[config.mk]
export PLATFORM = sky130hd
export DESIGN_NAME = id_ex_stage_reg
export DESIGN_NICKNAME = d
export VERILOG_FILES = /design/src/rtl/id_ex_stage_reg_pkg.sv /design/src/rtl/id_ex_stage_reg_sat_counter.sv /design/src/rtl/id_ex_stage_reg.sv
export SDC_FILE = /design/constraint.sdc
export NUM_CORES = 1
export LEC_CHECK = 0
export CAP_MARGIN = 10
export CORE_AREA = 2 2 260 262
export DETAILED_ROUTE_END_ITERATION = 8
export DIE_AREA = 0 0 262 264
export DONT_BUFFER_PORTS = 1
export SETUP_SLACK_MARGIN = 0.2
export SYNTH_ARGS = -nofsm -noshare
export SYNTH_HDL_FRONTEND = slang
export SYNTH_HIERARCHICAL = 1
export SYNTH_SLANG_ARGS = --single-unit
[constraint.sdc]
create_clock -name clk -period 6.2 [get_ports clk]
set_input_delay 1.55 -clock clk [delete_from_list [all_inputs] [get_ports clk]]
set_output_delay 1.55 -clock clk [all_outputs]
set_load 0.005 [all_outputs]
[src/rtl/id_ex_stage_reg_pkg.sv]
// id_ex_stage_reg_pkg
//
// Purpose: definitions shared by the ID/EX pipeline register, the control
// decoder and the forwarding unit. Holds the packed control-bundle layout,
// the default hardwired-zero register index and the per-cycle update action
// type used by the pipeline register.
//
// Control bundle layout (11 bits, MSB first):
//   [10] regwrite  [9] alusrc  [8] branch  [7] uncondbranch
//   [6]  memread   [5] memwrite  [4] mem2reg  [3:0] aluop
package id_ex_stage_reg_pkg;

    localparam int CTRL_BUNDLE_W     = 11;

    localparam int CTRL_REGWRITE     = 10;
    localparam int CTRL_ALUSRC       = 9;
    localparam int CTRL_BRANCH       = 8;
    localparam int CTRL_UNCONDBRANCH = 7;
    localparam int CTRL_MEMREAD      = 6;
    localparam int CTRL_MEMWRITE     = 5;
    localparam int CTRL_MEM2REG      = 4;
    localparam int CTRL_ALUOP_MSB    = 3;
    localparam int CTRL_ALUOP_LSB    = 0;

    // X31 reads as zero, so it must never be forwarded or refreshed.
    localparam int ZERO_REG_DEFAULT  = 31;

    // What the pipeline register does on the next rising edge when not in reset.
    typedef enum logic [1:0] {
        ACT_LOAD  = 2'd0,
        ACT_HOLD  = 2'd1,
        ACT_FLUSH = 2'd2
    } update_action_t;

endpackage

[src/rtl/id_ex_stage_reg_sat_counter.sv]
// sat_counter
//
// Purpose: event counter that stops at all-ones instead of wrapping. Only
// reset clears it.
//
// Ports:
//   clk    in  1  clock, rising edge
//   reset  in  1  synchronous, active-high clear
//   inc    in  1  count one event this cycle
//   count  out W  current count
module sat_counter #(
    parameter int W = 16
) (
    input  logic         clk,
    input  logic         reset,
    input  logic         inc,
    output logic [W-1:0] count
);

    logic [W-1:0] r_count;

    // Increment only while below all-ones so the value sticks at saturation.
    always_ff @(posedge clk) begin
        if (reset) begin
            r_count <= '0;
        end else if (inc && (r_count != {W{1'b1}})) begin
            r_count <= r_count + 1'b1;
        end
    end

    assign count = r_count;

endmodule

[src/rtl/id_ex_stage_reg.sv]
// id_ex_stage_reg
//
// Purpose: decode-to-execute pipeline register. Captures the decoded
// instruction each cycle, holds it on stall (while refreshing held operands
// from the writeback port), replaces it with a bubble on flush, and forwards
// a same-cycle writeback into the captured operands. Counts stall cycles and
// inserted bubbles with saturating counters.
//
// Ports:
//   clk, reset                      clock and synchronous active-high reset
//   in_valid, in_ctrl, in_rd        decode slot: valid, control bundle, dest reg
//   in_src_addr, in_src_data        NUM_SRC source indices / operands, slot i at [i*W +: W]
//   in_imm, in_pc                   sign-extended immediate and instruction PC
//   stall, flush                    hold contents / insert bubble (flush wins)
//   wb_en, wb_addr, wb_data         writeback port used for bypass and refresh
//   out_*                           registered copies of the decode fields
//   stall_count, bubble_count       saturating event counters
module id_ex_stage_reg
    import id_ex_stage_reg_pkg::*;
#(
    parameter int DATA_W   = 64,
    parameter int RA_W     = 5,
    parameter int NUM_SRC  = 2,
    parameter int CTRL_W   = CTRL_BUNDLE_W,
    parameter int ZERO_REG = ZERO_REG_DEFAULT,
    parameter int CNT_W    = 16
) (
    input  logic                      clk,
    input  logic                      reset,
    input  logic                      in_valid,
    input  logic [CTRL_W-1:0]         in_ctrl,
    input  logic [RA_W-1:0]           in_rd,
    input  logic [NUM_SRC*RA_W-1:0]   in_src_addr,
    input  logic [NUM_SRC*DATA_W-1:0] in_src_data,
    input  logic [DATA_W-1:0]         in_imm,
    input  logic [DATA_W-1:0]         in_pc,
    input  logic                      stall,
    input  logic                      flush,
    input  logic                      wb_en,
    input  logic [RA_W-1:0]           wb_addr,
    input  logic [DATA_W-1:0]         wb_data,
    output logic                      out_valid,
    output logic [CTRL_W-1:0]         out_ctrl,
    output logic [RA_W-1:0]           out_rd,
    output logic [NUM_SRC*RA_W-1:0]   out_src_addr,
    output logic [NUM_SRC*DATA_W-1:0] out_src_data,
    output logic [DATA_W-1:0]         out_imm,
    output logic [DATA_W-1:0]         out_pc,
    output logic [CNT_W-1:0]          stall_count,
    output logic [CNT_W-1:0]          bubble_count
);

    localparam logic [RA_W-1:0] ZERO_ADDR = RA_W'(ZERO_REG);

    logic                      r_valid;
    logic [CTRL_W-1:0]         r_ctrl;
    logic [RA_W-1:0]           r_rd;
    logic [NUM_SRC*RA_W-1:0]   r_srcAddr;
    logic [NUM_SRC*DATA_W-1:0] r_srcData;
    logic [DATA_W-1:0]         r_imm;
    logic [DATA_W-1:0]         r_pc;

    update_action_t            w_action;
    logic                      w_wbUsable;
    logic [NUM_SRC*DATA_W-1:0] w_loadData;
    logic [NUM_SRC*DATA_W-1:0] w_holdData;
    logic                      w_stallInc;
    logic                      w_bubbleInc;

    // Flush beats stall, stall beats load; reset is handled in the register itself.
    always_comb begin
        w_action = ACT_LOAD;
        if (flush) begin
            w_action = ACT_FLUSH;
        end else if (stall) begin
            w_action = ACT_HOLD;
        end
    end

    // A write to the zero register carries no architectural value.
    assign w_wbUsable = wb_en && (wb_addr != ZERO_ADDR);

    // Per-slot operand selection: forward the writeback into an incoming
    // operand at capture, or into a held operand while stalled. Several slots
    // may name the same register and all of them take the writeback value.
    for (genvar gi = 0; gi < NUM_SRC; gi++) begin : g_slot
        logic w_loadMatch;
        logic w_holdMatch;

        assign w_loadMatch = w_wbUsable && in_valid &&
                             (wb_addr == in_src_addr[gi*RA_W +: RA_W]);
        assign w_holdMatch = w_wbUsable && r_valid &&
                             (wb_addr == r_srcAddr[gi*RA_W +: RA_W]);

        assign w_loadData[gi*DATA_W +: DATA_W] =
            w_loadMatch ? wb_data : in_src_data[gi*DATA_W +: DATA_W];
        assign w_holdData[gi*DATA_W +: DATA_W] =
            w_holdMatch ? wb_data : r_srcData[gi*DATA_W +: DATA_W];
    end

    // Pipeline register. A load of an invalid slot squashes the control bundle
    // so downstream stages never act on stale decode signals; the remaining
    // fields load unchanged because nothing downstream qualifies on them.
    always_ff @(posedge clk) begin
        if (reset) begin
            r_valid   <= 1'b0;
            r_ctrl    <= '0;
            r_rd      <= '0;
            r_srcAddr <= '0;
            r_srcData <= '0;
            r_imm     <= '0;
            r_pc      <= '0;
        end else begin
            case (w_action)
                ACT_FLUSH: begin
                    r_valid   <= 1'b0;
                    r_ctrl    <= '0;
                    r_rd      <= '0;
                    r_srcAddr <= '0;
                    r_srcData <= '0;
                    r_imm     <= '0;
                    r_pc      <= '0;
                end
                ACT_HOLD: begin
                    r_srcData <= w_holdData;
                end
                default: begin
                    r_valid   <= in_valid;
                    r_ctrl    <= in_valid ? in_ctrl : '0;
                    r_rd      <= in_rd;
                    r_srcAddr <= in_src_addr;
                    r_srcData <= w_loadData;
                    r_imm     <= in_imm;
                    r_pc      <= in_pc;
                end
            endcase
        end
    end

    // A cycle with both stall and flush is a bubble, not a stall.
    assign w_stallInc  = (w_action == ACT_HOLD);
    assign w_bubbleInc = (w_action == ACT_FLUSH);

    sat_counter #(.W(CNT_W)) u_stallCounter (
        .clk   (clk),
        .reset (reset),
        .inc   (w_stallInc),
        .count (stall_count)
    );

    sat_counter #(.W(CNT_W)) u_bubbleCounter (
        .clk   (clk),
        .reset (reset),
        .inc   (w_bubbleInc),
        .count (bubble_count)
    );

    assign out_valid    = r_valid;
    assign out_ctrl     = r_ctrl;
    assign out_rd       = r_rd;
    assign out_src_addr = r_srcAddr;
    assign out_src_data = r_srcData;
    assign out_imm      = r_imm;
    assign out_pc       = r_pc;

endmodule

== Yosys cells after proc, flatten, opt, wreduce, memory -nomap -nowiden ==
Index checks and enable logic that the tools add are counted.

* Flip-flop bits (word level): 315
* Bits in latches: 0
* Bits in writable memories: 0
* Memory bits (read-only): 0
* Bits of input ports: 357
* Output and inout port bits: 315
* Word-level logic and storage cells: 46
* Memories: 0

* $add $sub $neg: 2
* Multipliers: 0
* Div/mod/pow operators: 0
* Order comparisons: 0
* Eq/ne operators: 11
* Shift-type cells: 0
* Mux-type cells: 14
* Bitwise operators: 0
* Reductions and logical operators: 9

{| class="wikitable"
|+ Operator list
! cell !! number
|-
| $mux W64 || 4
|-
| $pmux W128 S2 || 1
|-
| $pmux W64 S2 || 2
|-
| $add A16 B1 Y16 const B || 2
|-
| $ne A16 B16 Y1 const B || 2
|-
| $pmux W11 S2 || 1
|-
| $eq A5 B5 Y1 || 4
|-
| $pmux W10 S2 || 1
|-
| $mux W11 || 1
|-
| $pmux W5 S2 || 1
|-
| $logic_and A1 B1 Y1 || 9
|-
| $ne A5 B5 Y1 const B || 1
|-
| $ne A2 B2 Y1 const B || 2
|-
| $eq A2 B1 Y1 const B || 1
|-
| $eq A2 B2 Y1 const B || 1
|-
| $mux W2 || 1
|-
| $pmux W1 S2 || 1
|-
| $mux W1 || 1
|}

== Logic depth before layout (Yosys ltp) ==
* Depth after elaboration: 6
* Gate-level depth with buffers: 9
* Mapped depth without buffers: 6

== Cells and area by module ==
Netlist, hierarchy kept.

{| class="wikitable"
|+ Modules (own cells, without submodules)
! module !! instances !! cells each !! area each (um^2) !! sequential area each (um^2)
|-
| id_ex_stage_reg || 1 || 1415 || 13011.2 || 5665.4
|-
| sat_counter || 2 || 99 || 848.3 || 320.3
|}

== Least setup slack after synthesis ==
No wires, ideal clock.

* Path type: in2reg
* From: input stall
* To: register u_stallCounter.r_count[7], in the netlist u_stallCounter/count[7]
* Setup time: 0.070 ns
* Arrival: 3.220 ns
* Data required time: 6.130 ns
* Setup slack: 2.909 ns
* Stages on the path: 9
* Path buffers: 4
* Cells stage by stage: clkbuf_1 > nand2b_1 > clkbuf_1 > buf_1 > inv_1 > nand2_1 > clkbuf_1 > or4_1 > a21oi_1

* Word-level cells in the longest chain between the ends: 4

{| class="wikitable"
|+ Ends and longest elaborated chain
! element !! RTL line !! text
|-
| start: declaration || id_ex_stage_reg.sv:37 || <nowiki>input logic stall,</nowiki>
|-
| $mux W1 || id_ex_stage_reg.sv:75 || <nowiki>end else if (stall) begin</nowiki>
|-
| $mux W2 || id_ex_stage_reg.sv:73 || <nowiki>if (flush) begin</nowiki>
|-
| $eq A2 B1 Y1 || id_ex_stage_reg.sv:141 || <nowiki>assign w_stallInc = (w_action == ACT_HOLD);</nowiki>
|-
| via w_stallInc || id_ex_stage_reg.sv:67 || <nowiki>logic w_stallInc;</nowiki>
|-
| $logic_and A1 B1 Y1 || id_ex_stage_reg_sat_counter.sv:26 || <nowiki>end else if (inc && (r_count != {W{1'b1}})) begin</nowiki>
|-
| end signal: assignment || id_ex_stage_reg_sat_counter.sv:27 || <nowiki>r_count <= r_count + 1'b1;</nowiki>
|-
| end: declaration || id_ex_stage_reg_sat_counter.sv:20 || <nowiki>logic [W-1:0] r_count;</nowiki>
|}

The timed path passes the listed nets, and every way through them passes these cells.
A chain may end at the register's enable or synchronous reset.

== Worst setup path in the final report ==
* From: input wb_addr[1]
* To: register r_srcData[99], in the netlist out_src_data[99]

* Word-level cells in the longest chain between the ends: 6
* Elaborated cells on any way between the ends: 11
* Those cells by class: 4 x eq/ne; 2 x mux; 5 x reduce/logical

{| class="wikitable"
|+ Ends and longest elaborated chain
! element !! RTL line !! text
|-
| start: declaration || id_ex_stage_reg.sv:40 || <nowiki>input logic [RA_W-1:0] wb_addr,</nowiki>
|-
| $ne A5 B5 Y1 || id_ex_stage_reg.sv:81 || <nowiki>assign w_wbUsable = wb_en && (wb_addr != ZERO_ADDR);</nowiki>
|-
| $logic_and A1 B1 Y1 || id_ex_stage_reg.sv:81 ||
|-
| $logic_and A1 B1 Y1 (2 in a row) || id_ex_stage_reg.sv:90 || <nowiki>assign w_loadMatch = w_wbUsable && in_valid &&</nowiki>
|-
| $mux W64 || id_ex_stage_reg.sv:96 || <nowiki>w_loadMatch ? wb_data : in_src_data[gi*DATA_W +: DATA_W];</nowiki>
|-
| $pmux W128 S2 || id_ex_stage_reg.sv:114 || <nowiki>case (w_action)</nowiki>
|-
| end signal: assignment || id_ex_stage_reg.sv:125 || <nowiki>r_srcData <= w_holdData;</nowiki>
|-
| end signal: assignment || id_ex_stage_reg.sv:132 || <nowiki>r_srcData <= w_loadData;</nowiki>
|-
| end: declaration || id_ex_stage_reg.sv:59 || <nowiki>logic [NUM_SRC*DATA_W-1:0] r_srcData;</nowiki>
|}

Several ways; a longest one is shown, not always the timed one.

==> impl_metrics.tcl <==
set metrics [dict create \
    grt-ovfl-total 0 \
    dr.pass1.iters 6 \
    nFillCells 7090 \
    num_rows 95 \
    cts_tree "done" \
    syn-mean-instance-area_um2 9.12 \
    slew_headroom_pct 12.3 \
    switching_power_mw 1.21 \
    cts_max_level 2 \
    synthArstFlopShare_pct 0 \
    drt_iter0_markers 863 \
    grt_max_degree 160 \
    place_congestion 0.923 \
    cp-end-kind "flip-flop" \
    wl_met2_um 27900 \
    hold_viol 0 \
    grt_first_pass_wirelength_um 79300 \
    routedWlPerCell_um 23.5 \
    final.setup.tns_ns 0 \
    cts.sinks 315 \
    rsz0062_at_grt "false" \
    clk_pin_slew_worst_paths_ns 0.06 \
    wl_um 57000 \
    synth_ff_type "dfxtp_1" \
    die_h_um 264 \
    track_usage_pct 15.4 \
    synthCells 1613 \
    via_count 12100 \
    ctsRootBufferMaster "clkbuf_16" \
    hold_path.class "reg -> reg" \
    ioPinCount 672 \
    clkPwrFrac_pct 47.9 \
    routed-wl-met3_um 6150 \
    ant_nets 0 \
    yosysTopAreaCellShare_pct 42.9 \
    comb_power_share_pct 7.5 \
    path_class "in -> reg" \
    setup_violations 0 \
    outcome "completed" \
    worstPathMaxFanout 37 \
    max_freq_mhz 294 \
    syn_to_final_growth_pct 12.6 \
    vias_per_cell 4.99 \
    cts_setup_buffers 0 \
    grt_pass1_vias 11600 \
    synth_top_cell_by_area "dfxtp_1" \
    maxCapViolCount 0 \
    synth_nets 1972 \
    worstPathArrival_ns 3.85 \
    synth.distinct_cells 48 \
    dr.max_layer_used "met5" \
    drc_errors 0 \
    initial_core_util_pct 22.1 \
    seq_power_share_pct 44.6 \
    hold_buffers 0 \
    report.final.slew_viol_count 0 \
    insertion_delay_ns 0.55 \
    dp_hpwl_um 41400 \
    drive_gt1_share_pct 9.70 \
    powerDensity_nw_per_um2 298 \
    ir_drop_v 0.000163 \
    p_int_mw 3.72 \
    required_ns 6.66 \
    nets 1880 \
    place_inst 2353 \
    fin_crit_sh_pct 54.8 \
    synth-seq-cells 315 \
    yosys_warnings 6 \
    portBuffers 0 \
    die_x_um 262 \
    core_area_um2 66600 \
    synth_edf_count 0 \
    worstSetupStartpointType "input port" \
    cts_resized 0 \
    synthTopCellsByArea "dfxtp_1 (43%), mux2i_1 (14%), nor2_1 (9.2%)" \
    die_area_um2 69200 \
    cts_max_path_buffers 3 \
    tightest_slew_ns 1.32 \
    syn_area_um2 14700 \
    fin_crit_ns 3.40 \
    fin_skew_ns 0.0179 \
    layout.cells.non_filler 2428 \
    wl_met1_um 20800 \
    numCtsBuffers 39 \
    switching_share_pct 24.5 \
    p_leak_nw 6.61 \
    antenna_found_initial 10 \
    yosysSeqAreaShare_pct 42.9 \
]
flip-flops by register name, indices dropped and copies added (netlist names):
signal / flops
out_src_addr: 10
out_valid: 1
out_ctrl: 11
out_imm: 64
out_pc: 64
out_rd: 5
u_bubbleCounter/count: 16
u_stallCounter/count: 16
out_src_data: 128
per-layer routing:
| layer | vias up | GRT usage (%) |
|---|---|---|
| li1 | 5554 | - |
| met5 | - | 0 |
| met3 | 135 | 6.07 |
| met4 | 6 | 6.86 |
| met2 | 651 | 26.6 |
| met1 | 5775 | 16.4 |
worst max-delay path, stage by stage:
cell	delay [ns]
xor2_1	0.13
nor4_1	0.59
a41o_2	0.77
buf_4	0.52
nor2_1	0.07
nor3_1	0.18
area by class of cell:
cell class | count | area [µm²] | area share, %
Sequential cell | 315 | 6310 | 38.1
Timing Repair Buffer | 13 | 110 | 0.665
Inverter | 8 | 32.5 | 0.196
Clock buffer | 58 | 1180 | 7.12
Antenna cell | 8 | 20.0 | 0.121
Clock inverter | 9 | 131 | 0.793
Tap cell | 873 | 1090 | 6.60
Multi-Input combinational cell | 1144 | 7690 | 46.4
cell usage in the layout, fill, tap and decap left out, types with 14 or more instances in the layout:
| cell type | synthesis | routed |
|---|---|---|
| nor2_1 | 360 | 360 |
| dfxtp_1 | 315 | 315 |
| mux2i_1 | 209 | 209 |
| nor3_1 | 202 | 202 |
| nor2b_1 | 69 | 69 |
| a2bb2oi_1 | 64 | 64 |
| a221oi_2 | 60 | 60 |
| clkbuf_16 | 0 | 41 |
| a21oi_1 | 23 | 23 |
| nand2_1 | 15 | 15 |
| xor2_1 | 14 | 14 |
| or4_1 | 14 | 14 |
power groups by stage:
stage / Sequential [mW] / Clock, mW / Combinational [mW]
6_report: 2.20 / 2.36 / 0.371
3_5_place_dp: 2.24 / 0 / 0.371
4_1_cts: 2.20 / 2.42 / 0.373
5_1_grt: 2.21 / 2.49 / 0.411
2_1_floorplan: 2.20 / 0 / 0.361
3_3_place_gp: 2.25 / 0 / 0.357
stage by stage:
| step | hold WS [ns] | util [%] | cell area [µm²] | setup WS, ns | power (mW) |
|---|---|---|---|---|---|
| floorplan | 0.484 | - | 14700 | 2.91 | 2.56 |
| global placement | 0.500 | 22.9 | 15200 | 2.33 | 2.60 |
| detailed placement | 0.499 | 22.9 | 15200 | 2.29 | 2.62 |
| CTS | 0.511 | 24.9 | 16500 | 2.84 | 5.00 |
| global route | 0.521 | 24.9 | 16600 | 2.70 | 5.11 |
| finish | 0.513 | 24.9 | 16600 | 2.80 | 4.93 |
path summary, 6_finish.rpt:
check                   start          endpoint  slack [ns]  depth (start not counted)
min reg2reg  out_src_data[64]  out_src_data[64]        0.51                          2
max                wb_addr[1]  out_src_data[99]        2.80                          6
max reg2reg         out_valid  out_src_data[99]        3.43                          6
min          out_src_data[64]  out_src_data[64]        0.51                          2
kinds of logic (layout without fill, tap and decap cells):
family / count (synthesis) / after routing / synth area share [%]
mux: 211 / 211 / 14.4
fa+ha+maj: 2 / 2 / 0.170
xor+xnor: 24 / 24 / 1.43
flops: 315 / 315 / 42.9
other cells: 0 / 8 / 0
buf+inv: 154 / 88 / 5.11
compound gates: 193 / 193 / 13.1
simple gates: 714 / 714 / 22.9
synthesized netlist by cell type (all sizes together), types with 3 or more instances:
| cell | number |
|---|---|
| o21ai | 9 |
| and4 | 8 |
| mux2i | 209 |
| nand2 | 17 |
| o31ai | 12 |
| or4 | 15 |
| o21a | 3 |
| buf | 54 |
| nor3 | 202 |
| nor2 | 360 |
| inv | 8 |
| nand3 | 12 |
| xnor2 | 10 |
| nand4 | 10 |
| dfxtp | 315 |
| a2bb2oi | 64 |
| or3 | 6 |
| a221oi | 64 |
| xor2 | 14 |
| clkbuf | 92 |
| a22oi | 11 |
| a21oi | 23 |
| nor2b | 69 |
| nor4 | 7 |
Note: power is estimated with default switching activity, not from simulation.
